### config.mk
export PLATFORM = sky130hd
export DESIGN_NAME = snake_move_ctrl
export DESIGN_NICKNAME = d
export VERILOG_FILES = /design/src/rtl/snake_pkg.sv /design/src/rtl/snake_step_timer.sv /design/src/rtl/snake_move_ctrl.sv
export SDC_FILE = /design/constraint.sdc
export NUM_CORES = 1
export LEC_CHECK = 0
export ABC_AREA = 1
export CAP_MARGIN = 20
export CORE_AREA = 2 2 86 63
export DETAILED_ROUTE_END_ITERATION = 10
export DIE_AREA = 0 0 88 65
export GPL_ROUTABILITY_DRIVEN = 0
export PLACE_DENSITY = 0.86
export REMOVE_ABC_BUFFERS = 1
export SETUP_SLACK_MARGIN = 0.02
export SLEW_MARGIN = 30
export SYNTH_ARGS = -nofsm -noshare
export SYNTH_HDL_FRONTEND = slang
export SYNTH_SLANG_ARGS = --single-unit
### constraint.sdc
create_clock -name pclk -period 3.7 [get_ports pclk]
set_input_delay 0.555 -clock pclk [delete_from_list [all_inputs] [get_ports pclk]]
set_output_delay 0.555 -clock pclk [all_outputs]
set_load 0.1 [all_outputs]
### src/rtl/snake_pkg.sv
// Shared definitions for the snake game datapath: screen and play-frame geometry,
// direction and game-state encodings. Imported by the movement controller and the
// drawing stage so both agree on cell coordinates and encodings.
package snake_pkg;

  // Screen and play-frame geometry (pixels / grid cells).
  localparam int unsigned HOR_PIX      = 1024;
  localparam int unsigned VER_PIX      = 768;
  localparam int unsigned GRID_SIZE    = 16;
  localparam int unsigned FRAME_X_SIZE = 40;
  localparam int unsigned FRAME_Y_SIZE = 20;
  localparam int unsigned FRAME_WIDTH  = 1;

  // Inner playfield: top-left pixel of the first and last legal head cells.
  localparam int unsigned X_MIN = (HOR_PIX - FRAME_X_SIZE * GRID_SIZE) / 2 +
                                  FRAME_WIDTH * GRID_SIZE;
  localparam int unsigned X_MAX = X_MIN + (FRAME_X_SIZE - 2 * FRAME_WIDTH - 1) * GRID_SIZE;
  localparam int unsigned Y_MIN = (VER_PIX - FRAME_Y_SIZE * GRID_SIZE) / 2 +
                                  FRAME_WIDTH * GRID_SIZE;
  localparam int unsigned Y_MAX = Y_MIN + (FRAME_Y_SIZE - 2 * FRAME_WIDTH - 1) * GRID_SIZE;

  localparam int unsigned HOME_X = HOR_PIX / 2;
  localparam int unsigned HOME_Y = VER_PIX / 2;

  // Direction encoding: bit 1 selects the axis, bit 0 the sign.
  localparam logic [1:0] DIR_UP    = 2'b00;
  localparam logic [1:0] DIR_DOWN  = 2'b01;
  localparam logic [1:0] DIR_LEFT  = 2'b10;
  localparam logic [1:0] DIR_RIGHT = 2'b11;

  typedef enum logic [1:0] {
    ST_IDLE = 2'b00,
    ST_RUN  = 2'b01,
    ST_OVER = 2'b10
  } state_e;

  // Reverse direction: same axis, opposite sign.
  function automatic logic [1:0] opposite_dir(logic [1:0] d);
    return {d[1], ~d[0]};
  endfunction

endpackage

### src/rtl/snake_step_timer.sv
// Frame-rate step divider for the snake head.
// Detects rising edges of vsync_in and counts them; every FRAMES_PER_STEP-th edge
// while enabled raises step_req for one cycle (combinationally, in the cycle the
// edge is first seen so the step lands on that same clock edge).
// Ports:
//   pclk, rst_n  clock, asynchronous active-low reset
//   vsync_in     vertical sync; each rising edge is one frame
//   enable       count frames (game running)
//   clear        force the frame counter to zero (has priority)
//   step_req     one-cycle step request
module snake_step_timer #(
  parameter int unsigned FRAMES_PER_STEP = 8
) (
  input  logic pclk,
  input  logic rst_n,
  input  logic vsync_in,
  input  logic enable,
  input  logic clear,
  output logic step_req
);

  localparam logic [7:0] LastCnt = 8'(FRAMES_PER_STEP - 1);

  logic       vsync_q;
  logic       frame_pulse;
  logic [7:0] cnt_q, cnt_d;

  assign frame_pulse = vsync_in & ~vsync_q;
  assign step_req    = enable & frame_pulse & (cnt_q == LastCnt);

  always_comb begin
    cnt_d = cnt_q;
    if (clear) begin
      cnt_d = '0;
    end else if (enable && frame_pulse) begin
      cnt_d = (cnt_q == LastCnt) ? 8'd0 : cnt_q + 8'd1;
    end
  end

  always_ff @(posedge pclk or negedge rst_n) begin
    if (!rst_n) begin
      vsync_q <= 1'b0;
      cnt_q   <= '0;
    end else begin
      vsync_q <= vsync_in;
      cnt_q   <= cnt_d;
    end
  end

endmodule

### src/rtl/snake_move_ctrl.sv
// Snake head movement controller: IDLE/RUN/OVER game FSM, button direction latch
// and head position datapath. The head steps one grid cell every FRAMES_PER_STEP
// vsync frames in the latched direction; leaving the playfield ends the game.
// Build option: define SNAKE_WRAP_EN to wrap the head to the opposite edge instead
// of ending the game on a wall.
// Ports:
//   pclk, rst_n            clock, asynchronous active-low reset
//   vsync_in               vertical sync from the timing chain
//   btn_up/down/left/right direction requests (level, synchronised)
//   btn_start              start/restart request (level, synchronised)
//   head_x, head_y         head cell top-left pixel
//   dir                    current direction (00 up, 01 down, 10 left, 11 right)
//   state                  game state (00 IDLE, 01 RUN, 10 OVER)
//   step_tick              one-cycle pulse per applied step
//   game_over              high while in OVER
module snake_move_ctrl
  import snake_pkg::*;
#(
  parameter int unsigned FRAMES_PER_STEP = 8
) (
  input  logic        pclk,
  input  logic        rst_n,
  input  logic        vsync_in,
  input  logic        btn_up,
  input  logic        btn_down,
  input  logic        btn_left,
  input  logic        btn_right,
  input  logic        btn_start,
  output logic [10:0] head_x,
  output logic [10:0] head_y,
  output logic [1:0]  dir,
  output logic [1:0]  state,
  output logic        step_tick,
  output logic        game_over
);

  localparam logic [11:0] Grid  = 12'(GRID_SIZE);
  localparam logic [11:0] XMin  = 12'(X_MIN);
  localparam logic [11:0] XMax  = 12'(X_MAX);
  localparam logic [11:0] YMin  = 12'(Y_MIN);
  localparam logic [11:0] YMax  = 12'(Y_MAX);
  localparam logic [10:0] HomeX = 11'(HOME_X);
  localparam logic [10:0] HomeY = 11'(HOME_Y);

  state_e      state_q;
  logic [10:0] head_x_q, head_y_q;
  logic [1:0]  dir_q, pend_q, pend_d;
  logic        step_tick_q, game_over_q, start_q;
  logic        start_pulse, step_req;
  logic        req_valid;
  logic [1:0]  req_dir;
  logic [11:0] nx, ny;
  logic        step_ok;

  snake_step_timer #(
    .FRAMES_PER_STEP(FRAMES_PER_STEP)
  ) u_step_timer (
    .pclk    (pclk),
    .rst_n   (rst_n),
    .vsync_in(vsync_in),
    .enable  (state_q == ST_RUN),
    .clear   (state_q != ST_RUN),
    .step_req(step_req)
  );

  assign start_pulse = btn_start & ~start_q;

  // Fixed button priority: up > down > left > right.
  always_comb begin
    req_valid = 1'b1;
    req_dir   = DIR_UP;
    if (btn_up) begin
      req_dir = DIR_UP;
    end else if (btn_down) begin
      req_dir = DIR_DOWN;
    end else if (btn_left) begin
      req_dir = DIR_LEFT;
    end else if (btn_right) begin
      req_dir = DIR_RIGHT;
    end else begin
      req_valid = 1'b0;
    end
  end

  // A reversal onto the snake's own body is never accepted.
  assign pend_d = (req_valid && (req_dir != opposite_dir(dir_q))) ? req_dir : pend_q;

  // Candidate position for the pending direction, 12 bits wide so nothing wraps.
  always_comb begin
    nx = {1'b0, head_x_q};
    ny = {1'b0, head_y_q};
    unique case (pend_q)
      DIR_UP:    ny = ny - Grid;
      DIR_DOWN:  ny = ny + Grid;
      DIR_LEFT:  nx = nx - Grid;
      DIR_RIGHT: nx = nx + Grid;
    endcase
`ifdef SNAKE_WRAP_EN
    if (nx < XMin) nx = XMax;
    if (nx > XMax) nx = XMin;
    if (ny < YMin) ny = YMax;
    if (ny > YMax) ny = YMin;
`endif
    step_ok = (nx >= XMin) && (nx <= XMax) && (ny >= YMin) && (ny <= YMax);
  end

  always_ff @(posedge pclk or negedge rst_n) begin
    if (!rst_n) begin
      state_q     <= ST_IDLE;
      head_x_q    <= HomeX;
      head_y_q    <= HomeY;
      dir_q       <= DIR_RIGHT;
      pend_q      <= DIR_RIGHT;
      step_tick_q <= 1'b0;
      game_over_q <= 1'b0;
      start_q     <= 1'b0;
    end else begin
      start_q     <= btn_start;
      step_tick_q <= 1'b0;
      pend_q      <= pend_d;
      case (state_q)
        ST_IDLE: begin
          head_x_q <= HomeX;
          head_y_q <= HomeY;
          if (start_pulse) state_q <= ST_RUN;
        end
        ST_RUN: begin
          if (step_req) begin
            dir_q <= pend_q;
            if (step_ok) begin
              head_x_q    <= nx[10:0];
              head_y_q    <= ny[10:0];
              step_tick_q <= 1'b1;
            end else begin
              state_q     <= ST_OVER;
              game_over_q <= 1'b1;
            end
          end
        end
        ST_OVER: begin
          if (start_pulse) begin
            state_q     <= ST_IDLE;
            game_over_q <= 1'b0;
            head_x_q    <= HomeX;
            head_y_q    <= HomeY;
            dir_q       <= DIR_RIGHT;
            pend_q      <= DIR_RIGHT;
          end
        end
        default: state_q <= ST_IDLE;
      endcase
    end
  end

  assign head_x    = head_x_q;
  assign head_y    = head_y_q;
  assign dir       = dir_q;
  assign state     = state_q;
  assign step_tick = step_tick_q;
  assign game_over = game_over_q;

endmodule

==> results <==
sequential cells by signal, indices dropped and copies added (netlist names):
register,count
u_step_timer.cnt_q,8
head_x,7
head_y,7
dir,2
pend_q,2
state,2
game_over,1
start_q,1
step_tick,1
u_step_timer.vsync_q,1
per-layer routing:
metal  vias to the layer above  routed length, um
met5                         -                  0
met4                         0                121
met3                        13                394
met2                        86               2730
met1                      1159               2920
li1                       1271                  -
synth_stat cells, types with 2 or more instances:
library cell	count
nand2_1	110
inv_1	56
nand3_1	37
nor2_1	34
dfrtp_1	25
a21oi_1	18
ha_1	14
buf_4	8
dfstp_2	7
o21ai_0	7
inv_2	4
nand4_1	4
nor3_1	4
or2_2	4
xor2_1	4
a21boi_0	3
a31oi_1	3
buf_2	3
buf_6	3
nand2_2	3
nand3_2	3
nand3b_1	3
o22ai_1	3
fa_1	2
nand2_4	2
nor2_2	2
nor2_4	2
o21a_1	2
o21ai_1	2
through the flow:
step / setup slack [ns] / utilization [%] / hold slack (ns)
finish: 0.468 / 60.7 / 0.507
global route: 0.271 / 60.7 / 0.541
CTS: 0.521 / 60.7 / 0.507
detailed placement: 0.526 / 58.9 / 0.497
global placement: 0.649 / 58.9 / 0.490
floorplan: 0.701 / - / 0.259
worst max-delay path, delay by kind of cell (launching register included):
kind,cells,cell delay [ns]
buffers and inverters,2,0.19
AO/OA/AOI/OAI,1,0.19
adder cells (fa/ha/maj),1,0.42
flip-flops,1,0.79
AND/OR/NAND/NOR,13,1.54
worst min path at each step:
| stage | end | startpoint | slack (ns) |
|---|---|---|---|
| 2_1_floorplan | game_over | rst_n | 0.26 |
| 3_3_place_gp | head_y[8] | head_y[8] | 0.49 |
| 3_5_place_dp | head_y[8] | head_y[8] | 0.50 |
| 4_1_cts | head_y[8] | head_y[8] | 0.51 |
| 5_1_grt | head_y[8] | head_y[8] | 0.54 |
| 6_report | head_y[8] | head_y[8] | 0.51 |
cell families after synthesis:
kind of cell	Yosys count	synth area share, %
AND/OR/NAND/NOR	213	36.9
buffers and inverters	76	13.0
AO/OA/AOI/OAI	44	9.80
flip-flops	32	30.5
adder cells (fa/ha/maj)	16	8.11
XOR/XNOR	5	1.65
other	1	0.141
final cells by class:
class	count	area [um^2]	share of cell area, %
multi-input combinational	286	1530	50.5
sequential	32	810	26.8
timing repair buffer	28	278	9.18
inverter	61	231	7.65
tap	72	90.1	2.98
clock buffer	5	68.8	2.28
clock inverter	3	18.8	0.621
==> results.ini <==
[global_routing]
antenna_found_initial=0
grt.overflow.total=0
grt_pass1_wl_um=10400
grtUsageMet2_pct=35.8
grt_max_degree=23
busiest_layer=met2
grtUsageMet3_pct=4.46
use_met1_pct=32.3
grt_pass1_vias=2338
grt_usage_pct=23.3

[layout]
mostFrequentLayoutCell=nand2_1
fill_cells=442
area_growth_syn_to_layout_pct=13.9
fin_area_mm2=0.00302
finalNetCount=438
layout_common_cells=nand2_1, inv_1, nand3_1, nor2_1, clkdlybuf4s50_1
antennaDiodeCount=0
fin_cells=487
drive_gt1_share_pct=9.88

[setup_path]
crit_path_cell_trace=nand2_1 -> inv_1 -> fa_1 -> o21ai_1 -> nor2_1 -> nor2_1 -> nand3_1 -> nand2_1 -> inv_1 -> nand2_1 -> nand3_2 -> nor2_4 -> nand3_4 -> nand2_4 -> nand2_4 -> nand2_1 -> nand2_1
worstReg2RegStart=pend_q[1]
crit_path_end_kind=flop
cp_max_fo=19
crit_slowest_cell=dfstp_2
startpoint_type=flop
cp.arrival_ns=3.46
critPathMaxStageDelay_ns=0.79
rrSetupSlack_ns=0.47
criticalPathCategory=flop to flop
required_ns=3.93
cp-endpoint=head_y[7]
r2r_end=head_y[7]
rr_worst_depth=17
crit_path_start=pend_q[1]
crit_top_cell=nand2_1

[clocking]
cts_root_buf=clkbuf_8
h-tree-depth=2
cts_buffers=5
cts_buffer_depth=2
clk_pin_slew_worst_paths_ns=0.07
holdBufCountCts=0
clk_latency_ns=0.30
cts_setup_buffers=0
cts_tree=built
cts_sinks=32
ctsResizeCount=0

[routing]
drtIter0Drc=147
drtAntennaViolNets=0
first_pass_iters=5
viasPerCell=5.19
vias=2529
drc_errors=0
routed_wl_um=6160
wl_per_cell_um=12.6

[timing]
min_period_ns=3.23
max_slew_margin_pct=35.0
fmax_ghz=0.309
hold_viol_final=0
setup_viol=0
drv_slew=0
setup_tns_ns=0
tightest_slew_ns=0.971
rsz0062_at_grt=false
skew_ns=0.0116
fin_crit_sh_pct=87.4

[yosys]
synth-seq-area-share_pct=30.5
ys_ff_latch=32
syn_inst=387
synthesis.area_mm2=0.00266
synthTopCellsByArea=dfrtp_1, nand2_1, inv_1, nand3_1, dfstp_2
synth-edff-count=0
synth_ff_type=dfrtp_1
syn_area_per_cell_um2=6.86
synth_top_area_share_pct=23.6
async_reset_ff_share_pct=100
ys_types=44
synth_area_leader_cell=dfrtp_1
synth_warnings=0

[status]
outcome=finished clean

[worst_hold_path]
holdPathStages=2
hold_class=flop to flop

[die]
initial_core_util_pct=53.3
io_pins=36
die_w_um=88
coreArea_mm2=0.00498
die_area_mm2=0.00572
dieHeight_um=65
rows=22

[placement]
post-dp-hpwl_um=4680
numPlacedInstances=479
dpl_cell_area_mm2=0.00294
io_buffers=27

[job]
maxCapViolations=0

Power of run 1 is left out: the tool's default activity adds up to more than one toggle a clock period on the data nets, which glitch-free logic cannot reach.
